===== config.mk =====
export PLATFORM = sky130hd
export DESIGN_NAME = vga_timing
export DESIGN_NICKNAME = d
export VERILOG_FILES = /design/src/rtl/vga_timing.sv
export SDC_FILE = /design/constraint.sdc
export NUM_CORES = 1
export LEC_CHECK = 0
export ABC_AREA = 1
export CAP_MARGIN = 40
export CORE_ASPECT_RATIO = 0.5
export CORE_MARGIN = 2
export CORE_UTILIZATION = 35
export DETAILED_ROUTE_END_ITERATION = 12
export MAX_ROUTING_LAYER = met4
export SYNTH_ARGS = -nofsm -noshare
export SYNTH_HDL_FRONTEND = slang
export SYNTH_SLANG_ARGS = --single-unit
export TNS_END_PERCENT = 1

===== constraint.sdc =====
create_clock -name vga_clk -period 2.1 [get_ports vga_clk]
set_clock_uncertainty 0.1 [all_clocks]
set_input_delay 0.42 -clock vga_clk [delete_from_list [all_inputs] [get_ports vga_clk]]
set_output_delay 0.42 -clock vga_clk [all_outputs]
set_load 0.02 [all_outputs]

===== src/rtl/vga_timing.sv =====
// rtl/vga_timing.sv - 640x480@60 raster counter, blank/sync decode and frame counter
// Decodes use the next counter value so every registered output lines up with DrawX/DrawY.
module vga_timing #(
   parameter int H_VISIBLE  = 640,
   parameter int H_FRONT    = 16,
   parameter int H_SYNC     = 96,
   parameter int H_BACK     = 48,
   parameter int V_VISIBLE  = 480,
   parameter int V_FRONT    = 10,
   parameter int V_SYNC     = 2,
   parameter int V_BACK     = 33,
   parameter int SYNC_DELAY = 1
) (
   input  logic       vga_clk,
   input  logic       reset_n,
   output logic [9:0] DrawX,
   output logic [9:0] DrawY,
   output logic       blank,
   output logic       hs,
   output logic       vs,
   output logic       frame_start,
   output logic [7:0] frame_count
);

   localparam int H_TOTAL = H_VISIBLE + H_FRONT + H_SYNC + H_BACK;
   localparam int V_TOTAL = V_VISIBLE + V_FRONT + V_SYNC + V_BACK;

   localparam logic [9:0] H_LAST   = 10'(H_TOTAL - 1);
   localparam logic [9:0] V_LAST   = 10'(V_TOTAL - 1);
   localparam logic [9:0] H_VIS    = 10'(H_VISIBLE);
   localparam logic [9:0] V_VIS    = 10'(V_VISIBLE);
   localparam logic [9:0] HS_START = 10'(H_VISIBLE + H_FRONT);
   localparam logic [9:0] HS_END   = 10'(H_VISIBLE + H_FRONT + H_SYNC);
   localparam logic [9:0] VS_START = 10'(V_VISIBLE + V_FRONT);
   localparam logic [9:0] VS_END   = 10'(V_VISIBLE + V_FRONT + V_SYNC);

   logic [9:0] next_x;
   logic [9:0] next_y;
   logic       hs_raw;
   logic       vs_raw;

   always_comb begin
      next_x = DrawX + 10'd1;
      next_y = DrawY;
      if (DrawX == H_LAST) begin
         next_x = '0;
         next_y = (DrawY == V_LAST) ? 10'd0 : DrawY + 10'd1;
      end
   end

   // Reset parks the counters on the last position so release lands on (0, 0).
   always_ff @(posedge vga_clk) begin
      if (!reset_n) begin
         DrawX       <= H_LAST;
         DrawY       <= V_LAST;
         blank       <= 1'b0;
         hs_raw      <= 1'b1;
         vs_raw      <= 1'b1;
         frame_start <= 1'b0;
         frame_count <= 8'hFF;
      end else begin
         DrawX       <= next_x;
         DrawY       <= next_y;
         blank       <= (next_x < H_VIS) && (next_y < V_VIS);
         hs_raw      <= !((next_x >= HS_START) && (next_x < HS_END));
         vs_raw      <= !((next_y >= VS_START) && (next_y < VS_END));
         frame_start <= (next_x == 10'd0) && (next_y == 10'd0);
         if ((next_x == 10'd0) && (next_y == 10'd0))
            frame_count <= frame_count + 8'd1;
      end
   end

   // Sync pins trail the decode to match the drawers' registered colour path.
   generate
      if (SYNC_DELAY == 0) begin : g_no_delay
         assign hs = hs_raw;
         assign vs = vs_raw;
      end else begin : g_delay
         logic [SYNC_DELAY-1:0] hs_pipe;
         logic [SYNC_DELAY-1:0] vs_pipe;

         always_ff @(posedge vga_clk) begin
            if (!reset_n) begin
               hs_pipe <= '1;
               vs_pipe <= '1;
            end else begin
               hs_pipe[0] <= hs_raw;
               vs_pipe[0] <= vs_raw;
               for (int i = 1; i < SYNC_DELAY; i++) begin
                  hs_pipe[i] <= hs_pipe[i-1];
                  vs_pipe[i] <= vs_pipe[i-1];
               end
            end
         end

         assign hs = hs_pipe[SYNC_DELAY-1];
         assign vs = vs_pipe[SYNC_DELAY-1];
      end
   endgenerate

endmodule


**Word level (Yosys, flattened, before mapping)**

Index checks and enable logic that the tools add are counted.
W data, S select, Z words.

- Register bits: 34
- Output and inout bits: 32

- Equality and inequality tests: 2
- Magnitude comparators: 6
- Reduce and logical (&&, ||, !) cells: 8
- $add $sub $neg: 3
- Mux-type cells: 3

Operators by type and width:

| cell | count |
|---|---|
| $mux W10 | 3 |
| $add A10 B1 Y10 const B | 2 |
| $eq A10 B10 Y1 const B | 2 |
| $logic_not A10 Y1 | 2 |
| $lt A10 B10 Y1 const B | 2 |
| $lt A10 B9 Y1 const B | 2 |
| $ge A10 B10 Y1 const B | 1 |
| $ge A10 B9 Y1 const B | 1 |
| $add A8 B1 Y8 const B | 1 |
| $logic_and A1 B1 Y1 | 4 |
| $logic_not A1 Y1 | 2 |

**Depth between registers and ports, before layout**

Gate-level depths: netlist of run 1.

- Depth in word-level cells: 6
- Gate-level depth with buffers: 15
- Mapped depth without buffers: 15

**Worst setup path after synthesis of run 1**

Ideal clock, no wire load.

- Path kind: register to register
- Start point: register DrawX[0]
- End point: register frame_count[2]
- Library setup time: 122 ps
- Setup slack: 4 ps
- Cell stages (with the launch flop): 16
- Arrival time: 1875 ps
- Cell sequence: dfxtp_1 ha_1 nand2_2 inv_2 nand2_1 nor2_2 buf_4 nand2_1 nand2_2 nand2_1 inv_2 nand2_2 nor2_8 nand3_4 nand2_1 nand3_1

- Longest elaborated chain between the ends: 4
- Elaborated cells on any way between the ends: 7

RTL lines:

| element | line | text |
|---|---|---|
| start: declaration | 16 | `output logic [9:0] DrawX,` |
| start signal: assignment | 62 | `DrawX <= next_x;` |
| $add A10 B1 Y10 / $eq A10 B10 Y1 (equally long branches) | 43, 45 |  |
| $mux W10 | 45 | `if (DrawX == H_LAST) begin` |
| $logic_not A10 Y1 | 68 | `if ((next_x == 10'd0) && (next_y == 10'd0))` |
| $logic_and A1 B1 Y1 * | 68 |  |
| end signal: assignment | 69 | `frame_count <= frame_count + 8'd1;` |
| end: declaration | 22 | `output logic [7:0] frame_count` |

Mark *: on every way between the ends. The rest lies on a longest branch, timed or not.
A chain may end at the register's enable or synchronous reset.

**Final worst setup path of run 1**

- Start point: register DrawX[0]
- End point: register frame_count[1]

The elaborated chain is that of the path after synthesis.

==> run summary, run 1 <==
The flow ran to the end, and the final reports show no timing, DRC or antenna violations. The die span in x came out at 110 µm. The setup violation total in the final timing report is 0, and the signal arrival time at the worst endpoint is 2070 ps. In the final timing run, aggregate negative setup slack is 0 ps.

The routed wire length came out at 5210 µm. The H-tree generated during clock tree synthesis spans 2 levels. The largest single stage delay on the critical path is 350 ps.

Using the TritonRoute via totals, the vias-per-cell ratio works out to 4.77. The die is 57.2 µm tall. In this run the clock root is driven by a clkbuf_16. The worst hold path belongs to the class reg -> reg. The tools report the wire length of the first global-routing pass as 8410 µm. The slowest cell on the critical path was dfxtp_2. Of all cell types, the one taking the most synthesized area is dfxtp_1. The run gives 4 as the length of the first detailed-routing pass in iterations. The global routing stage identified its most utilized layer as met1. The number of buffers created by CTS is 5, and the slack of the critical path is 86.5 ps.

For this design the ratio of total power to cell area is 1300 nW/µm². Area growth from synthesis to layout: 49.1%. TritonCTS built the clock tree. The clock network burns 21.2% of the power. Final period utilization: 95.9%. The tools report the number of hold violations in the final report as 0.

The synthesized netlist occupies a cell area of 1980 µm². Entering global routing, the biggest net connects 18 pins. IR analysis of the VDD net gives a maximum drop of 0.526 mV.

Buffers placed on the I/O ports in this run total 33. After synthesis, flip-flops and latches occupy 34.4% of the total area. The total count of max-transition violations in the final report came out at 0. Registers are responsible for 22.8% of the overall power. The slew at the pin closest to its max-slew limit was 322 ps; the number of violations of the max-capacitance limit was 0. For this configuration, the core starts out at a cell density of 36.2%. The critical path is of the reg -> reg type. The average detailed-routed wire length per instance is 12.1 µm. Across all layers, the routed design uses 2,045 vias.

Post-route worst hold slack: 313 ps. By area the synthesized netlist is led by dfxtp_1 (34%), nand2_1 (14%), nand3_1 (7.1%), inv_1 (6.1%), nand4_1 (4.7%). The tools report the headroom to the max-slew limit as 78.5%. The leading register cell type out of synthesis was dfxtp_1. The placed instances occupy a cell area of 2620 µm². The most frequent cell on the critical path was nand2_1. For the number of remaining DRC errors, the log shows 0. The worst slack at placement is -52.1 ps. The count of boundary I/O pins is 34.

The number of instances in the synthesized netlist is 283. The worst setup path is captured at a register. STA puts the critical path data required time at 2160 ps.

The logs give 2 for the deepest clock path buffer count and 17.7% for the overall track demand over capacity in global routing. The number of standard cells in the final layout excluding fillers is 429, and the synthesized area per cell is 6.99 µm². The post-route netlist has 27.5% of its cells at a drive strength greater than 1. In the synthesized netlist the async set-or-reset flop fraction comes to 0%. The number of nets in the final layout came out at 361. The number of global-route vias before repair was 1,814; the routing usage on met3 was 4.11%. Setup repair after global routing could not meet its margin everywhere. The count of unique library cells instantiated by Yosys was 29. The shortest clock period the worst path allows after layout was 2010 ps. The maximum clock rate is 497 MHz, and the proportion of netlist area held by the largest area contributor is 34.4%. The count of nets left with antenna violations once routing finished came out at 0. The layout has 518 filler cells. The floorplan step defined a die boundary enclosing 6310 µm². Number of antenna violations at the first check in global routing: 0. Counting tap cells, the placed design contains a total of 415 instances. The hold buffer count at CTS came out at 0.

The run gives 25.3% as the met2 usage. The net switching power is 1580 µW. Of the total power, the share spent switching nets is 41.3%. Startpoint kind of the worst setup timing path: a register. The tools report the global routing usage on met1 as 25.3%. The analysis attributes to cell leakage a power of 0.00142 µW. The synthesized design contains 34 register bits.

The placeable core region came out at 5470 µm². Routability congestion estimate from global placement: 0.842. The logs give 0 for the number of diodes and 2250 µW for the design internal power. Summed over all nets, the half-perimeter wirelength after detailed placement is 3940 µm. The count of flip-flops with a built-in enable after synthesis was 0. The run gives 34 as the CTS sink count. The run gives 19 as the number of core rows. In this run, the combinational gates consume 56.0% of the power. The run gives 0 as the residual overflow from global routing.

For this block, the initial DRC count from the detailed router was 116. Peak fanout along the critical path: 8. Clock-pin slew was measured on the worst setup and hold paths at 50 ps. For this run, the number of Yosys warnings is 0. Traced cell by cell, the critical path runs through ha_4 -> nand2_4 -> nor2_4 -> nand3_4 -> buf_4 -> nand2_1 -> nand2_1 -> nor2_4 -> nand2_4 -> nor2_8 -> nand3_4 -> nand2_1 -> nand3_1. When the netlist entered floorplanning its net count stood at 289. At the later pin of the worst-skew pair, clock insertion delay measures 270 ps.

With fillers left out, the area of the finished cells amounts to 2950 µm².
-- state kept, by name, indices dropped and copies added (netlist names) --
register     count
DrawX           10
frame_start      1
frame_count      8
DrawY           10
hs_raw           1
blank            1
vs_raw           1
vs               1
hs               1
-- layout by cell type, fill, tap and decap left out --
master	count
nand3_4	2
nand3_2	5
inv_1	32
nor3_1	5
nand3_1	27
clkinv_1	1
a21oi_1	1
nand2_4	3
or2_1	1
ha_1	2
clkbuf_16	5
clkdlybuf4s50_1	33
nor2_2	4
o21bai_1	3
nor4_4	1
clkbuf_1	2
xnor2_1	3
nand2_1	71
o21ai_1	1
nand2_2	14
or2_2	3
inv_2	4
dfxtp_1	28
nor2_8	2
nand3b_1	1
o21ai_0	4
nor2_1	23
ha_4	2
buf_4	34
nor4_1	1
nor2_4	8
bufinv_16	1
buf_12	3
nand4_1	15
dfxtp_2	6
xor2_1	4
inv_4	1
-- path summary, 6_finish.rpt --
check | start | endpoint | slack (ps) | cells past startpoint
worst min-delay path | hs_raw$_SDFF_PN1_ | hs$_SDFF_PN1_ | 310 | 1
worst max-delay path | DrawX[0]$_SDFF_PN1_ | frame_count[1]$_SDFFE_PN1P_ | 90 | 13
worst min register to register | hs_raw$_SDFF_PN1_ | hs$_SDFF_PN1_ | 310 | 1
worst max register to register | DrawX[0]$_SDFF_PN1_ | frame_count[1]$_SDFFE_PN1P_ | 90 | 13
-- kinds of logic after synthesis --
family | share of synthesized area [%]
AND/OR/NAND/NOR | 48.2
buffers and inverters | 9.17
flip-flops | 34.4
AO/OA/AOI/OAI | 2.65
XOR/XNOR | 3.10
adder cells (fa/ha/maj) | 2.53
-- synth_stat cells (4+ instances only) --
cell type,n
nand2_1,75
dfxtp_1,34
inv_1,32
nand3_1,28
nor2_1,24
nand4_1,15
nand2_2,13
nor2_2,7
inv_2,5
nand3_2,5
nor3_1,5
o21ai_0,5
ha_1,4
nor2_4,4
xor2_1,4
-- routing by layer --
layer,wire length (µm),vias to the layer above
li1,-,1050
met5,0,-
met1,2620,941
met2,2330,45
met4,77,0
met3,193,9
-- layout make-up --
cell class / count / area (µm²) / area share, %
Clock inverter: 1 / 30.0 / 1.02
Timing Repair Buffer: 70 / 646 / 21.9
Tap cell: 73 / 91.3 / 3.10
Multi-Input combinational cell: 206 / 1220 / 41.3
Clock buffer: 7 / 133 / 4.50
Sequential cell: 34 / 688 / 23.3
Inverter: 38 / 145 / 4.92
-- per-stage QoR --
| step | util, % | total power [µW] |
|---|---|---|
| detailed placement | 47.9 | 2740 |
| CTS | 51.5 | 3630 |
| floorplan | - | 2020 |
| finish | 54.0 | 3840 |
| global route | 54.0 | 4100 |
| global placement | 47.9 | 2730 |
-- power groups by stage --
stage / registers [µW] / clock network (µW) / logic (µW)
floorplan: 998 / 0 / 1020
global placement: 863 / 0 / 1870
detailed placement: 868 / 0 / 1870
CTS: 855 / 821 / 1960
global route: 889 / 864 / 2340
finish: 876 / 813 / 2150
-- worst max-delay path, delay by kind of cell, from the launching register on --
kind | cells | cell delay, ps
AND/OR/NAND/NOR | 11 | 1130
flip-flops | 1 | 350
buffers and inverters | 1 | 160
adder cells (fa/ha/maj) | 1 | 150
-- what timing repair did --
| action | in CTS | in global routing |
|---|---|---|
| endpoints found under the setup margin | 9 | 11 |
| setup buffers | 1 | 5 |
| pin swaps | 2 | 11 |
| resized for setup | 2 | 26 |
Power figures use the tool's default switching activity.
==> inputs of run 2 (changes only) <==
--- a/config.mk
+++ b/config.mk
@@ -6,7 +6,7 @@
 export NUM_CORES = 1
 export LEC_CHECK = 0
 export ABC_AREA = 1
-export CAP_MARGIN = 40
+export CAP_MARGIN = 20
 export CORE_ASPECT_RATIO = 0.5
 export CORE_MARGIN = 2
 export CORE_UTILIZATION = 35
==> results of run 2 <==
No change in the layout: final DEF, timing and power equal those of run 1.
==> inputs of run 3 (changes only) <==
--- a/config.mk
+++ b/config.mk
@@ -11,7 +11,9 @@
 export CORE_MARGIN = 2
 export CORE_UTILIZATION = 35
 export DETAILED_ROUTE_END_ITERATION = 12
+export GPL_TIMING_DRIVEN = 0
 export MAX_ROUTING_LAYER = met4
+export SKIP_CTS_REPAIR_TIMING = 1
 export SYNTH_ARGS = -nofsm -noshare
 export SYNTH_HDL_FRONTEND = slang
 export SYNTH_SLANG_ARGS = --single-unit
==> run 3 against run 2 <==
  * Sequential share of layout area increased by 0.71 points
  * Utilization fell by 0.73 points
  * Non-clock buffer count decreased by 12
  * Die area unchanged
  * Hold slack lost 61 ps
  * Clock power is 10% lower
==> run summary, run 3 (same netlist as run 1, synthesis figures left out) <==
The run finished with clean final reports. The shortest clock period the worst path allows after layout came out at 2080 ps. In this run the worst path has a maximum fanout of 8.

After clock tree synthesis, the clock-pin slew on the worst setup and hold paths is 50 ps. The placeable core region came out at 5470 µm². For the worst setup path, the data arrival time is 2130 ps. The number of cells on the critical path is 12, and the wire length of the first global-routing pass is 7810 µm. The worst register-to-register path has a depth of 12. The filler cells instantiated in the layout total 533.

The tools report the setup violation total in the final timing report as 0. Setup slack on the worst reg-to-reg path comes out at 20 ps. The storage element area was 699 µm². Clock tree synthesis inserted a total of 5 buffers. The post-route standard cell area excluding fillers was 2910 µm²; the combinational power share was 57.7%.

The launch point of the worst path is DrawX[1]$_SDFF_PN1_. The count of boundary I/O pins was 34; the worst supply voltage drop on vdd was 0.588 mV. Per report_power, the clock group accounts for 18.7% of the total. The headroom to the max-slew limit is 67.7%, and the slew at the pin closest to its max-slew limit is 484 ps. Floorplan die height: 57.2 µm. Most frequent cell on the critical path: nand3_1.

From synthesis to final layout, the design area changed by 47.0%. The average detailed-routed wire length per instance was 13.1 µm. The total count of max-transition violations in the final report came out at 0. Before antenna repair, the detailed router went through 4 iterations. In this run the horizontal extent of the chip is 110 µm. The run gives 2160 ps as the required time of the critical path. Setup slack on the critical path of the routed design comes to 24.0 ps. Using the TritonRoute via totals, the vias-per-cell ratio works out to 4.84. End of the worst register-to-register path: frame_count[6]$_SDFFE_PN1P_. The worst setup path is captured at a register.

The placed wire-length estimate after detailed placement came out at 3690 µm. The largest registers in the layout are DrawX: 10 flops, DrawY: 10 flops, frame_count: 8 flops. The design internal power is 2200 µW, and the number of buffers and inverters on the critical path is 2. In this run the critical register-to-register path is launched from DrawX[1]$_SDFF_PN1_. The number of violations of the max-capacitance limit came out at 0. TritonCTS built the clock tree.

The standby leakage power came out at 0.00135 µW. For this design the total switching power over the nets is 1710 µW. The clock passes through at most 2 buffers.

Entering global routing, the biggest net connects 11 pins. The slowest stage of the critical path is the dfxtp_4 cell. The share of final-layout standard cells stronger than drive strength 1 works out to 29.7%. Class of the tightest hold or removal check: in -> reg.

CTS placed an instance of clkbuf_16 at the clock tree root. In this run the core area contains 19 standard-cell rows. Post-route worst hold slack: 253 ps. Cell type group with the largest total delay on the critical path: simple AND/OR/NAND/NOR gates. The die area is 6310 µm², and the number of routed nets with antenna violations is 0. The maximum clock rate came out at 482 MHz. For the residual overflow from global routing, the log shows 0.

The critical path is of the reg -> reg type. The routed wire length was 5440 µm. For the via count of the routed design, the log shows 2,019. The power per cell area was 1340 nW/µm².

The library cells used most frequently in the layout, excluding fill and tap cells, are nand2_1 (60), clkdlybuf4s50_1 (32), inv_1 (30). The routability congestion estimate from global placement is 0.870, and the worst slack at placement is -227 ps. In the final design database the tool counted 349 nets. The clock drives 34 sinks. Net switching is 43.7% of the power. The worst path uses 98.9% of the clock period. The later pin in the worst-skew pair is clocked with a latency of 280 ps. Per report_power, the sequential group accounts for 23.6% of the total.

Initial detailed-routing violation count: 120. The run gives 3910 µW as the total chip power. Number of remaining DRC errors: 0.

The number of antenna violations at the first check in global routing came out at 0. The number of hold violations in the final report is 0, and the final-layout setup total negative slack is 0 ps. CTS H-tree depth: 2.

For the area occupied by multi-input gates, the log shows 1280 µm². Across every metal layer, demand over resource in global routing totals 16.5%. The signal on the critical path passes through ha_4 -> nand2_4 -> nor2_4 -> buf_4 -> nand2_1 -> o21ai_0 -> nand3_1 -> nand2_2 -> nor2_8 -> buf_6 -> nand4_1 -> nand3_1. The library cell used most frequently in the layout, excluding fill and tap cells, is nand2_1. The capturing instance or port of the critical path is frame_count[6]$_SDFFE_PN1P_. STA classifies the critical path startpoint as a register. The run gives 1,743 as the number of global-route vias before repair.

The number of input and output port buffers inserted is 32, and the starting density of the core is 36.2%. On the worst path, the slowest cell contributes a delay of 360 ps. The placed instances occupy a cell area of 2390 µm². The repair_antennas step left the layout with diodes totalling 0.
## run 3: cell count changes in the layout (fill, tap and decap cells not counted), moves of 2 or more
cell / delta
buf_4: -16
dfxtp_4: +4
nand2_2: +7
nand2_4: +4
buf_6: +3
inv_1: -2
dfxtp_2: -3
buf_12: -3
nand2_1: -11
buf_2: +2
## run 3: stage by stage
step           util (%)  instances
3_3_place_gp       43.7        388
3_5_place_dp       43.7        388
4_1_cts            46.4        396
5_1_grt            53.2        417
2_1_floorplan         -        283
6_report           53.2        417
## run 3: worst min-delay path by stage
stage          depth (start not counted)  slack (ps)         startpoint                           to
2_1_floorplan                          1         290  hs_raw$_SDFF_PN1_                hs$_SDFF_PN1_
3_3_place_gp                           1         300  vs_raw$_SDFF_PN1_                vs$_SDFF_PN1_
3_5_place_dp                           1         310  vs_raw$_SDFF_PN1_                vs$_SDFF_PN1_
4_1_cts                                2         250            reset_n          DrawX[2]$_SDFF_PN1_
5_1_grt                                2         260            reset_n          DrawX[2]$_SDFF_PN1_
6_report                               2         250            reset_n  frame_count[0]$_SDFFE_PN1P_
## run 3: layer usage
metal | wire length (µm) | GRT usage (%) | vias to the layer above
li1 | - | - | 1027
met1 | 2680 | 22.4 | 933
met2 | 2410 | 23.8 | 47
met3 | 214 | 3.77 | 12
met4 | 134 | 6.79 | 0
met5 | 0 | - | -
## run 3: area by class of cell
class,count,area share (%)
clock buffer,7,4.90
sequential,34,24.0
tap,73,3.14
buffer,5,1.59
timing repair buffer,53,17.1
clock inverter,1,0.172
multi-input combinational,206,44.0
inverter,38,5.07
## run 3: power by group through the flow
| stage | Clock, µW | Sequential, µW | Combinational [µW] |
|---|---|---|---|
| 2_1_floorplan | 0 | 998 | 1020 |
| 6_report | 730 | 923 | 2260 |
| 3_3_place_gp | 0 | 892 | 1580 |
| 5_1_grt | 777 | 939 | 2440 |
| 4_1_cts | 750 | 881 | 1600 |
| 3_5_place_dp | 0 | 895 | 1600 |
## run 3: worst reg2reg max path: cells and delay by family (launching register included)
family,cells,cell delay [ps]
AO/OA/AOI/OAI,1,210
adder cells (fa/ha/maj),1,150
buffers and inverters,2,270
flip-flops,1,360
AND/OR/NAND/NOR,8,890
